File: src/rtl/clk_div_pkg.sv
// rtl/clk_div_pkg.sv - shared channel state encoding and default parameters for clk_divider_prog
package clk_div_pkg;

   typedef enum logic [1:0] {
      CH_IDLE = 2'd0,
      CH_RUN  = 2'd1,
      CH_STOP = 2'd2
   } ch_state_t;

   localparam int MIN_DIV         = 2;
   localparam int DEF_NUM_CH      = 4;
   localparam int DEF_DIV_WIDTH   = 32;
   localparam int DEF_DEFAULT_DIV = 125000000;

endpackage

File: src/rtl/clk_div_channel.sv
// rtl/clk_div_channel.sv - one divider channel: active/shadow period and high time, counter, run/stop sequencing
module clk_div_channel
   import clk_div_pkg::*;
#(
   parameter int DIV_WIDTH   = DEF_DIV_WIDTH,
   parameter int DEFAULT_DIV = DEF_DEFAULT_DIV
) (
   input  logic                 clk_in,
   input  logic                 resetn,
   input  logic                 en,
   input  logic                 wr_en,
   input  logic [DIV_WIDTH-1:0] wr_div,
   input  logic [DIV_WIDTH-1:0] wr_high,
   output logic                 clk_out,
   output logic                 tick,
   output logic                 pending
);

   localparam logic [DIV_WIDTH-1:0] RST_DIV   = DIV_WIDTH'(DEFAULT_DIV);
   localparam logic [DIV_WIDTH-1:0] RST_HIGH  = DIV_WIDTH'(DEFAULT_DIV / 2);
   localparam logic [DIV_WIDTH-1:0] DIV_FLOOR = DIV_WIDTH'(MIN_DIV);
   localparam logic [DIV_WIDTH-1:0] ONE       = DIV_WIDTH'(1);

   ch_state_t            state, state_nxt;
   logic [DIV_WIDTH-1:0] counter, counter_nxt;
   logic [DIV_WIDTH-1:0] div_act, high_act;
   logic [DIV_WIDTH-1:0] div_sh, high_sh;
   logic [DIV_WIDTH-1:0] last_cnt;
   logic                 at_last;
   logic                 apply;

   // Divisors below the floor are clamped so every period keeps a distinct start cycle.
   assign last_cnt = ((div_act < DIV_FLOOR) ? DIV_FLOOR : div_act) - ONE;
   assign at_last  = (state != CH_IDLE) && (counter == last_cnt);
   assign apply    = pending && ((state == CH_IDLE) || at_last);
   assign tick     = (state != CH_IDLE) && (counter == '0);

   always_comb begin
      state_nxt   = state;
      counter_nxt = counter;
      unique case (state)
         CH_IDLE: begin
            if (en) begin
               state_nxt   = CH_RUN;
               counter_nxt = '0;
            end
         end
         CH_RUN: begin
            counter_nxt = at_last ? '0 : counter + ONE;
            if (!en) begin
               state_nxt = at_last ? CH_IDLE : CH_STOP;
            end
         end
         CH_STOP: begin
            counter_nxt = at_last ? '0 : counter + ONE;
            if (en) begin
               state_nxt = CH_RUN;
            end else if (at_last) begin
               state_nxt = CH_IDLE;
            end
         end
         default: begin
            state_nxt   = CH_IDLE;
            counter_nxt = '0;
         end
      endcase
   end

   // Shadow moves to active only at a period boundary, so a period never changes shape midway.
   always_ff @(posedge clk_in or negedge resetn) begin
      if (!resetn) begin
         state    <= CH_IDLE;
         counter  <= '0;
         div_act  <= RST_DIV;
         high_act <= RST_HIGH;
         div_sh   <= RST_DIV;
         high_sh  <= RST_HIGH;
         pending  <= 1'b0;
         clk_out  <= 1'b0;
      end else begin
         state   <= state_nxt;
         counter <= counter_nxt;
         clk_out <= (state != CH_IDLE) && (counter < high_act);
         if (wr_en) begin
            div_sh  <= wr_div;
            high_sh <= wr_high;
            pending <= 1'b1;
         end else if (apply) begin
            div_act  <= div_sh;
            high_act <= high_sh;
            pending  <= 1'b0;
         end
      end
   end

endmodule

File: src/rtl/clk_divider_prog.sv
// rtl/clk_divider_prog.sv - multi-channel programmable clock divider with shadowed per-channel configuration
module clk_divider_prog
   import clk_div_pkg::*;
#(
   parameter int NUM_CH      = DEF_NUM_CH,
   parameter int DIV_WIDTH   = DEF_DIV_WIDTH,
   parameter int DEFAULT_DIV = DEF_DEFAULT_DIV
) (
   input  logic                 clk_in,
   input  logic                 resetn,
   input  logic [NUM_CH-1:0]    ch_en,
   input  logic                 cfg_valid,
   output logic                 cfg_ready,
   input  logic [3:0]           cfg_ch,
   input  logic [DIV_WIDTH-1:0] cfg_div,
   input  logic [DIV_WIDTH-1:0] cfg_high,
   output logic                 cfg_err,
   output logic [NUM_CH-1:0]    clk_out,
   output logic [NUM_CH-1:0]    tick,
   output logic [NUM_CH-1:0]    pending
);

   logic [15:0]       pending_all;
   logic              cfg_in_range;
   logic              cfg_accept;
   logic [NUM_CH-1:0] wr_en;

   // Unused upper slots read as not pending, so out-of-range writes are always ready.
   assign pending_all  = 16'(pending);
   assign cfg_in_range = ({1'b0, cfg_ch} < 5'(NUM_CH));
   assign cfg_ready    = !pending_all[cfg_ch];
   assign cfg_accept   = cfg_valid && cfg_ready;

   always_ff @(posedge clk_in or negedge resetn) begin
      if (!resetn) begin
         cfg_err <= 1'b0;
      end else begin
         cfg_err <= cfg_accept && !cfg_in_range;
      end
   end

   for (genvar i = 0; i < NUM_CH; i++) begin : g_ch
      assign wr_en[i] = cfg_accept && (cfg_ch == 4'(i));

      clk_div_channel #(
         .DIV_WIDTH   (DIV_WIDTH),
         .DEFAULT_DIV (DEFAULT_DIV)
      ) u_ch (
         .clk_in  (clk_in),
         .resetn  (resetn),
         .en      (ch_en[i]),
         .wr_en   (wr_en[i]),
         .wr_div  (cfg_div),
         .wr_high (cfg_high),
         .clk_out (clk_out[i]),
         .tick    (tick[i]),
         .pending (pending[i])
      );
   end

endmodule

File: config.mk
export PLATFORM = sky130hd
export DESIGN_NAME = clk_divider_prog
export DESIGN_NICKNAME = d
export VERILOG_FILES = /design/src/rtl/clk_div_pkg.sv /design/src/rtl/clk_div_channel.sv /design/src/rtl/clk_divider_prog.sv
export SDC_FILE = /design/constraint.sdc
export NUM_CORES = 1
export LEC_CHECK = 0
export CAP_MARGIN = 20
export CORE_MARGIN = 1.5
export CORE_UTILIZATION = 25
export CTS_BUF_LIST = sky130_fd_sc_hd__clkbuf_4
export CTS_CLUSTER_SIZE = 12
export DETAILED_ROUTE_END_ITERATION = 7
export GPL_TIMING_DRIVEN = 0
export SLEW_MARGIN = 20
export SYNTH_ARGS = -nofsm -noshare
export SYNTH_HDL_FRONTEND = slang
export SYNTH_SLANG_ARGS = --single-unit
File: constraint.sdc
create_clock -name clk_in -period 5.9 [get_ports clk_in]
set_input_delay 0.885 -clock clk_in [delete_from_list [all_inputs] [get_ports clk_in]]
set_output_delay 0.885 -clock clk_in [all_outputs]
set_load 0.02 [all_outputs]
# --- After elaboration in Yosys (flattened, before gate mapping) ---
# Index checks and enable logic that the tools add are counted.
op_classes:
  n_mux: 50
  n_eq_ne: 27
  n_shift: 0
  reduce_logical: 57
  n_addsub: 8
  div: 0
  bitwise: 4
  order_cmp: 10
  multipliers: 0
op_table:
  columns: ["op", "count"]
  rows:
  - ["32-bit two-way mux", 12]
  - ["32-bit case mux with 2 select lines", 4]
  - ["32-bit by 1-bit adder with 32-bit output, second input constant", 4]
  - ["32-bit == test", 4]
  - ["32-bit zero test", 4]
  - ["32-bit by 2-bit less-than comparator with 1-bit output, second input constant", 4]
  - ["32-bit less-than comparator", 4]
  - ["32-bit by 1-bit subtractor with 32-bit output, second input constant", 4]
  - ["2-bit two-way mux", 20]
  - ["2-bit case mux with 3 select lines", 4]
  - ["1-bit logical AND", 22]
  - ["2-bit inequality test, second input constant", 8]
  - ["2-bit nonzero test", 8]
  - ["3-bit by 2-bit inequality test with 1-bit output, second input constant", 4]
  - ["3-bit AND reduction", 4]
  - ["1-bit two-way mux", 9]
  - ["2-bit by 1-bit == test with 1-bit output, second input constant", 4]
  - ["2-bit == test, second input constant", 4]
  - ["4-bit by 2-bit == test with 1-bit output, second input constant", 2]
  - ["2-bit zero test", 4]
  - ["2-bit AND reduction", 4]
  - ["2-bit OR reduction", 4]
  - ["4-bit by 5-bit less-than comparator with 1-bit output, second input constant", 1]
  - ["1-bit binary-select mux with 4-bit select", 1]
  - ["other kinds (6)", 13]
totals:
  in_bits: 75
  out_inout_bits: 14
  mem_bits_ro: 0
  ram_bits: 0
  memories: 0
  regBits: 657
  latchBits: 0
  elab_cells: 189

# --- Longest topological paths before layout ---
# Gate-level depths: netlist (run 1).
logic_depth:
  depth_word: 9
  mapped_depth: 20
  ltp_nobuf: 15

# --- Modules after synthesis ---
# From an unflattened synthesis (run 1), not the netlist that was laid out.
unflattened:
  hier_cells: 3411
  hier_area_um2: 37982.7
modules_own_cells:
  columns: ["mod", "instances", "seq_area_each_um2", "cells_per_inst", "area_each_um2"]
  rows:
  - ["clk_div_channel", 4, 4169.0, 850, 9466.6]
  - ["clk_divider_prog", 1, 25.0, 11, 116.4]

# --- Least setup slack after synthesis (run 1) ---
# No wires, ideal clock.
synth_timing:
  kind: "register to register"
  from: "register g_ch[0].u_ch.div_act[13]"
  to: "register g_ch[0].u_ch.high_act[0]"
  setup_time_ns: 0.128
  path_slack_ns: 0.175
  synth_period_minus_slack_ns: 5.725
  path_stages_with_launch: 19
  t_arrival_ns: 5.598
  required_time_ns: 5.772
  path_buffers: 4
  path_cell_list: "dfrtp_1 clkbuf_1 or3_1 clkbuf_1 or4b_2 or2_2 o21ai_0 ha_1 or3b_2 or4_1 buf_2 a2111oi_2 o22ai_1 or4b_1 or4_4 nor3_4 o21ai_4 buf_6 mux2_1"
synth_via:
  elab_chain_len: 8
synth_lines:
  columns: ["element", "line_no", "text"]
  rows:
  - ["start: declaration", "clk_div_channel.sv:26", "logic [DIV_WIDTH-1:0] div_act, high_act;"]
  - ["start signal: assignment", "clk_div_channel.sv:89", "div_act <= div_sh;"]
  - ["32-bit by 2-bit less-than comparator with 1-bit output", "clk_div_channel.sv:33", "assign last_cnt = ((div_act < DIV_FLOOR) ? DIV_FLOOR : div_act) - ONE;"]
  - ["32-bit two-way mux (*)", "clk_div_channel.sv:33", null]
  - ["32-bit by 1-bit subtractor with 32-bit output (*)", "clk_div_channel.sv:33", null]
  - ["32-bit == test (*)", "clk_div_channel.sv:34", "assign at_last = (state != CH_IDLE) && (counter == last_cnt);"]
  - ["1-bit logical AND (*)", "clk_div_channel.sv:34", null]
  - ["1-bit logical OR (*)", "clk_div_channel.sv:35", "assign apply = pending && ((state == CH_IDLE) || at_last);"]
  - ["1-bit logical AND (*)", "clk_div_channel.sv:35", null]
  - ["2-bit AND reduction (no source line) (*)", null, null]
  - ["end signal: assignment", "clk_div_channel.sv:90", "high_act <= high_sh;"]
  - ["end: declaration", "clk_div_channel.sv:26", null]
# Every way passes the cells marked *; elsewhere a longest branch is shown, timed or not.
# A chain may end at the register's enable or synchronous reset.

# --- Worst setup path after layout (run 1) ---
layout_timing:
  from: "register g_ch[0].u_ch.div_act[10]"
  to: "register g_ch[0].u_ch.high_act[18]"
# Same word-level chain as after synthesis.

==> results of run 1 <==
==> cell usage after synthesis, types with 21 or more instances <==
cell type | number | area share (%)
dfrtp_1 | 449 | 31
or4_1 | 48 | 0.98
nand2_1 | 165 | 1.7
mux2_4 | 54 | 2.2
ha_1 | 152 | 5.2
nor3_1 | 84 | 1.1
nor2_1 | 177 | 1.8
nand2b_1 | 32 | 0.55
inv_1 | 181 | 1.9
xor2_1 | 72 | 1.7
o22ai_1 | 26 | 0.44
clkbuf_1 | 157 | 1.6
a31oi_1 | 21 | 0.36
nand4_1 | 78 | 1.3
and3_1 | 39 | 0.67
a21oi_1 | 81 | 1.1
nor4_1 | 93 | 1.6
o21ai_0 | 91 | 1.2
a21o_1 | 53 | 1.1
or3_1 | 31 | 0.53
nand3_1 | 106 | 1.4
mux2_2 | 453 | 14
nor2b_1 | 38 | 0.65
dfstp_2 | 208 | 15
xnor2_1 | 91 | 2.2
==> worst register-to-register path, cell delays in order (launching register included) <==
cell	delay [ps]
dfrtp_2	430
or4_4	530
or4b_4	530
or2_4	290
o21ai_2	110
ha_2	190
or3b_4	400
or4_4	600
a2111oi_4	290
o22ai_1	130
or4b_1	510
or4_4	580
nor3_4	260
o21ai_4	130
buf_6	180
buf_6	160
mux2_4	300
==> flip-flops by register name, summed over array words and instances, names as in the netlist <==
name                count
g_ch.u_ch.counter     128
g_ch.u_ch.div_act     128
g_ch.u_ch.div_sh      128
g_ch.u_ch.high_act    128
g_ch.u_ch.high_sh     128
g_ch.u_ch.state         8
g_ch.u_ch.clk_out       4
g_ch.u_ch.pending       4
cfg_err                 1
==> worst min path at each step <==
stage | end | start
after global placement | g_ch[1].u_ch.high_act[0] | g_ch[1].u_ch.high_sh[0]
after floorplan | g_ch[1].u_ch.div_act[23] | g_ch[1].u_ch.div_sh[23]
after CTS | cfg_err | cfg_valid
after global routing | cfg_err | cfg_valid
after detailed placement | g_ch[1].u_ch.high_act[0] | g_ch[1].u_ch.high_sh[0]
final | g_ch[2].u_ch.high_act[14] | resetn
==> cell type report <==
type | instances | area [sq um]
fill | 15000 | 103000
multi-input combinational | 2339 | 18700
sequential | 657 | 16700
tap | 1917 | 2400
clock buffer | 282 | 2120
timing repair buffer | 122 | 1290
buffer | 183 | 847
inverter | 181 | 679
clock inverter | 44 | 243
antenna | 17 | 42.5
==> stage by stage <==
stage | util [%] | setup TNS, ps | total power, uW | hold WS, ps
after floorplan | - | 0 | 12700 | 454
after global placement | 27.4 | - | 14900 | 464
after detailed placement | 27.6 | -262070 | 15100 | 471
after CTS | 29.4 | 0 | 19600 | 309
after global routing | 29.5 | -42.5 | 21100 | 376
final | 29.6 | 0 | 19700 | 400
==> cells in the final DEF, fill, tap and decap left out, types with 106 or more instances in the layout <==
| cell | count |
|---|---|
| clkbuf_1 | 128 |
| clkbuf_4 | 283 |
| dfrtp_1 | 445 |
| dfstp_2 | 208 |
| ha_1 | 151 |
| inv_1 | 181 |
| mux2_2 | 453 |
| nand2_1 | 165 |
| nand3_1 | 106 |
| nor2_1 | 177 |
==> logic make-up (layout without fill, tap and decap cells) <==
logic type,Yosys count,after routing
simple gates,1007,1007
fa+ha+maj,152,152
other cells,0,17
flops,657,657
xor+xnor,163,163
buf+inv,373,812
mux,527,527
compound gates,490,490
==> metal layers <==
layer | vias to the layer above | share of wire (%)
met5 | - | 0.017
met1 | 14200 | 44
li1 | 13000 | -
met4 | 2 | 4.0
met3 | 222 | 7.0
met2 | 964 | 45
==> where the power goes <==
part | switching [uW] | internal (uW)
Clock | 2040 | 2190
Combinational | 4480 | 3590
Sequential | 1190 | 6230
Total | 7710 | 12000
==> repair_timing <==
item / CTS / global route
endpoints found under the setup margin: 385 / 358
resized for setup: 55 / 42
endpoints found under the hold margin: 33 / 0
pin swaps: 8 / 18
buffers inserted: 17 / 7
cloned: 0 / 0
hold buffers: 1 / 0
==> flow_metrics.tcl, run 1 <==
set metrics [dict create \
    h-tree-depth 4 \
    cp_num_buf_inv 2 \
    final-max-slew-violation-count 0 \
    gr-total-overflow 0 \
    finalNetCount 3886 \
    post-route-period-util_pct 97.7 \
    die_y_um 386 \
    max-slew-margin-rel_pct 35.4 \
    synth_cell_type_count 86 \
    synth_simple_gate_area_share_pct 15.1 \
    path_cells "or4_4, or4b_4, or2_4, o21ai_2, ha_2, or3b_4, or4_4, a2111oi_4, o22ai_1, or4b_1, or4_4, nor3_4, o21ai_4, buf_6, buf_6, mux2_4" \
    power_density_nw_per_um2 458 \
    clock_sinks 657 \
    syn-instance-count 3369 \
    cp_max_fo 10 \
    netlist_area_sq_um 36600 \
    r2r_cells 16 \
    worstSetupEndpointType "flip-flop" \
    cp_slowest_cell "or4_4" \
    endpoint "g_ch[0].u_ch.high_act[18]" \
    fin_ws_ps 137 \
    use_met3_pct 2.55 \
    worstMarginPinSlew_ps 969 \
    fin_cells 5742 \
    grt_max_degree 101 \
    die_width_um 386 \
    first_global_vias 27700 \
    final-hold-violation-count 0 \
    rr_startpoint "g_ch[0].u_ch.div_act[10]" \
    power.leakage_uw 0.0182 \
    globalplace.congestion 0.913 \
    top_usage_layer "met2" \
    antenna_found_initial 41 \
    first_iter_violations 2460 \
    syn2layout_area_growth_pct 17.5 \
    synthMuxAreaShare_pct 16.8 \
    cp-start-kind "flip-flop" \
    dieArea_sq_um 149000 \
    drive_above_1_share_pct 31.0 \
    hp-class "in2async" \
    cts_buffer_depth 3 \
    synth_xor_area_share_pct 3.90 \
    numCtsBuffers 175 \
    worst_path_largest_cell_delay_ps 600 \
    numPortBuffers 88 \
    critical_path_depth 16 \
    worstSkewPairLatency_ps 1090 \
    crit_start "g_ch[0].u_ch.div_act[10]" \
    yosysWarnings 0 \
    grt.total_usage_pct 15.6 \
    placed_area_sq_um 40100 \
    finalInstanceArea_sq_um 43000 \
    synth_top_family_by_area "multiplexers" \
    clkSlewWorstSetupHoldPaths_ps 70 \
    max_cap_viol_count 0 \
    drt-vias-per-instance 4.96 \
    grt_pass1_wl_mm 175 \
    r2r_slack_ps 140 \
    ant_nets 0 \
    drt-total-wl_mm 117 \
    status "finished, final reports clean" \
    drc 0 \
    place_ws_ps -1110 \
    synth-edff-count 0 \
    core_sq_um 146000 \
    synthAdderAreaFrac_pct 5.20 \
    crit_family "simple AND/OR/NAND/NOR gates" \
    ys_seq_area_share_pct 45.6 \
    ios 89 \
    dp_cells 5383 \
    skew_ps 80.9 \
    ys_ff_latch 657 \
    use_met1_pct 21.3 \
    cts_tree "done" \
    setup_violations 0 \
    cpMostUsedCell "or4_4" \
    cp.arrival_ps 6680 \
    syn-num-nets 3596 \
    root_buffer "clkbuf_4" \
    start_util_pct 25.1 \
    worstSetupPathType "reg2reg" \
    dp_hpwl_mm 82.7 \
    synth-async-reset-ratio_pct 100 \
    fmax_ghz 0.174 \
    via_count 28500 \
    reg2reg_to "g_ch[0].u_ch.high_act[18]" \
    ys.flop_type "dfrtp_1" \
    post_drt_wl_per_cell_um 20.3 \
    vdd_drop_max_mv 0.172 \
    cp.required_ps 6810 \
    placementRows 140 \
    dr.pass1.iters 5 \
    synth_compound_area_share_pct 9.29 \
    fin_crit_ps 5760 \
    avgSynthCellArea_sq_um 10.9 \
    grt.met2_usage_pct 23.9 \
]
No activity file was read; power rests on OpenSTA's default activity.
==> run 2: changes to the inputs <==
Settings changed: GPL_TIMING_DRIVEN 0 to unset, SKIP_CTS_REPAIR_TIMING set to 1.
==> run 2 against run 1 <==
Final cell count decreased by 2.5%. Sequential cell count unchanged. Clock power decreased by 3%. Sequential share of layout area increased by 0.65 points. Clock skew increased by 1.8 ps. Count of clock-buffer cells in the layout decreased by 12. Utilization decreased by 0.50 points. Sequential power increased by 1%. Global-route usage decreased by 0.57 points. Total power decreased by 1.6%. Die area unchanged. Largest cell class unchanged. Highest routed layer unchanged.
==> flow_metrics.tcl, run 2 (synthesis gave the netlist of run 1 again) <==
set metrics [dict create \
    status "finished, final reports clean" \
    cp-start-kind "flip-flop" \
    cts_buffer_depth 3 \
    finalNetCount 3754 \
    cts_tree "done" \
    clkSlewWorstSetupHoldPaths_ps 70 \
    first_global_vias 26900 \
    dp_cells 5261 \
    grt.total_usage_pct 15.0 \
    finalSetupTns_ps 0 \
    worstSetupPathType "reg2reg" \
    start_util_pct 25.1 \
    vdd_drop_max_mv 0.205 \
    first_iter_violations 1805 \
    cp_slowest_cell "or4_1" \
    drt-vias-per-instance 4.92 \
    numCtsBuffers 173 \
    cp.arrival_ps 6700 \
    worst_path_largest_cell_delay_ps 570 \
    grt_max_degree 154 \
    max-slew-margin-rel_pct 32.1 \
    cp_num_buf_inv 3 \
    syn2layout_area_growth_pct 15.5 \
    drt-total-wl_mm 112 \
    cp.required_ps 6840 \
    path_cells "or4_1, or4b_4, or2_4, o21ai_1, ha_1, or3b_2, or4_4, a2111oi_2, o22ai_1, or4b_1, or4_4, o41ai_4, buf_6, clkbuf_4, buf_4, a21oi_1, a21o_1" \
    fin_cells 5598 \
    via_count 27500 \
    post_drt_wl_per_cell_um 20.0 \
    die_y_um 386 \
    gr-total-overflow 0 \
    hp-class "in2reg" \
    grt_pass1_wl_mm 169 \
    fin_crit_ps 5750 \
    dr.pass1.iters 5 \
    core_sq_um 146000 \
    h-tree-depth 4 \
    r2r_slack_ps 150 \
    worstSkewPairLatency_ps 1070 \
    clock_sinks 657 \
    post-route-period-util_pct 97.5 \
    ant_nets 0 \
    dp_hpwl_mm 78.0 \
    numPortBuffers 88 \
    grt_setup_unrepaired "false" \
    drive_above_1_share_pct 31.2 \
    cp_max_fo 7 \
    power.leakage_uw 0.0180 \
    final_common_cell "mux2_2" \
    final_cell_mix "453 x mux2_2, 449 x dfrtp_1, 271 x clkbuf_4, 208 x dfstp_2, 181 x inv_1" \
    final-max-slew-violation-count 0 \
    dieArea_sq_um 149000 \
    antenna_found_initial 41 \
    skew_ps 82.6 \
    cpMostUsedCell "or4_4" \
    fmax_ghz 0.174 \
    final-hold-violation-count 0 \
    globalplace.congestion 0.895 \
    worstMarginPinSlew_ps 1020 \
    die_width_um 386 \
    ios 89 \
    max_cap_viol_count 0 \
    setup_violations 0 \
    placementRows 140 \
    root_buffer "clkbuf_4" \
    worstSetupEndpointType "flip-flop" \
    drc 0 \
    crit_family "simple AND/OR/NAND/NOR gates" \
    power_density_nw_per_um2 459 \
]
==> run 2: cell types whose count changed in the layout (fill, tap and decap cells not counted), sizes merged <==
cell      before  now
buf           72   86
clkinv        36   40
inv          188  190
clkbuf       427  271
bufinv         0    1
clkinvlp       1    3
diode         17    6
==> run 2: path summary, 6_finish.rpt <==
| path | from | to | cells past startpoint |
|---|---|---|---|
| setup / recovery | g_ch[0].u_ch.div_act[18] | g_ch[0].u_ch.counter[22] | 17 |
| hold / removal | cfg_valid | cfg_err | 2 |
| setup reg to reg | g_ch[0].u_ch.div_act[18] | g_ch[0].u_ch.counter[22] | 17 |
| hold reg to reg | g_ch[1].u_ch.div_sh[27] | g_ch[1].u_ch.div_act[27] | 1 |
| max in group asynchronous | resetn | g_ch[1].u_ch.div_sh[31] | 3 |
| min in group asynchronous | resetn | g_ch[2].u_ch.high_act[17] | 2 |
==> run 2: metrics by stage <==
step	setup WS, ps	hold WS, ps	area [sq um]	util, %	power [uW]
after global placement	72.6	464	39900	27.4	15000
after CTS	12.2	-207	42200	29.0	19400
after floorplan	175	454	36600	-	12700
after global routing	2.25	329	42300	29.0	20800
final	146	405	42300	29.1	19400
after detailed placement	10.9	474	39900	27.4	15200
==> run 2: layout make-up <==
| cell class | count | area (sq um) |
|---|---|---|
| well taps | 1917 | 2400 |
| inverters | 181 | 679 |
| clock inverters | 53 | 263 |
| multi-input cells | 2339 | 18500 |
| clock buffers | 270 | 2030 |
| flip-flops and latches | 657 | 16700 |
| fillers | 15100 | 103000 |
| repair buffers | 175 | 1710 |
| diodes | 6 | 15.0 |
==> run 2: power by group <==
| group | leakage [uW] | switching, uW | internal (uW) |
|---|---|---|---|
| Clock | 0.00137 | 1980 | 2140 |
| Sequential | 0.00802 | 1290 | 6230 |
| Combinational | 0.00864 | 4150 | 3610 |
| Total | 0.0180 | 7420 | 12000 |
==> run 2: metal layers <==
layer / GRT usage, % / part of all wire [%]
met1: 20.4 / 45
met2: 23.3 / 46
met3: 2.57 / 5.9
met4: 6.67 / 3.4
met5: 0 / 0.052
==> run 2: worst register-to-register path, cell delays in order (launching register included) <==
cell and delay (ps):
dfrtp_1 370, or4_1 570, or4b_4 550, or2_4 270
o21ai_1 140, ha_1 180, or3b_2 490, or4_4 470
a2111oi_2 360, o22ai_1 120, or4b_1 470, or4_4 570
o41ai_4 440, buf_6 180, clkbuf_4 180, buf_4 120
a21oi_1 30, a21o_1 140
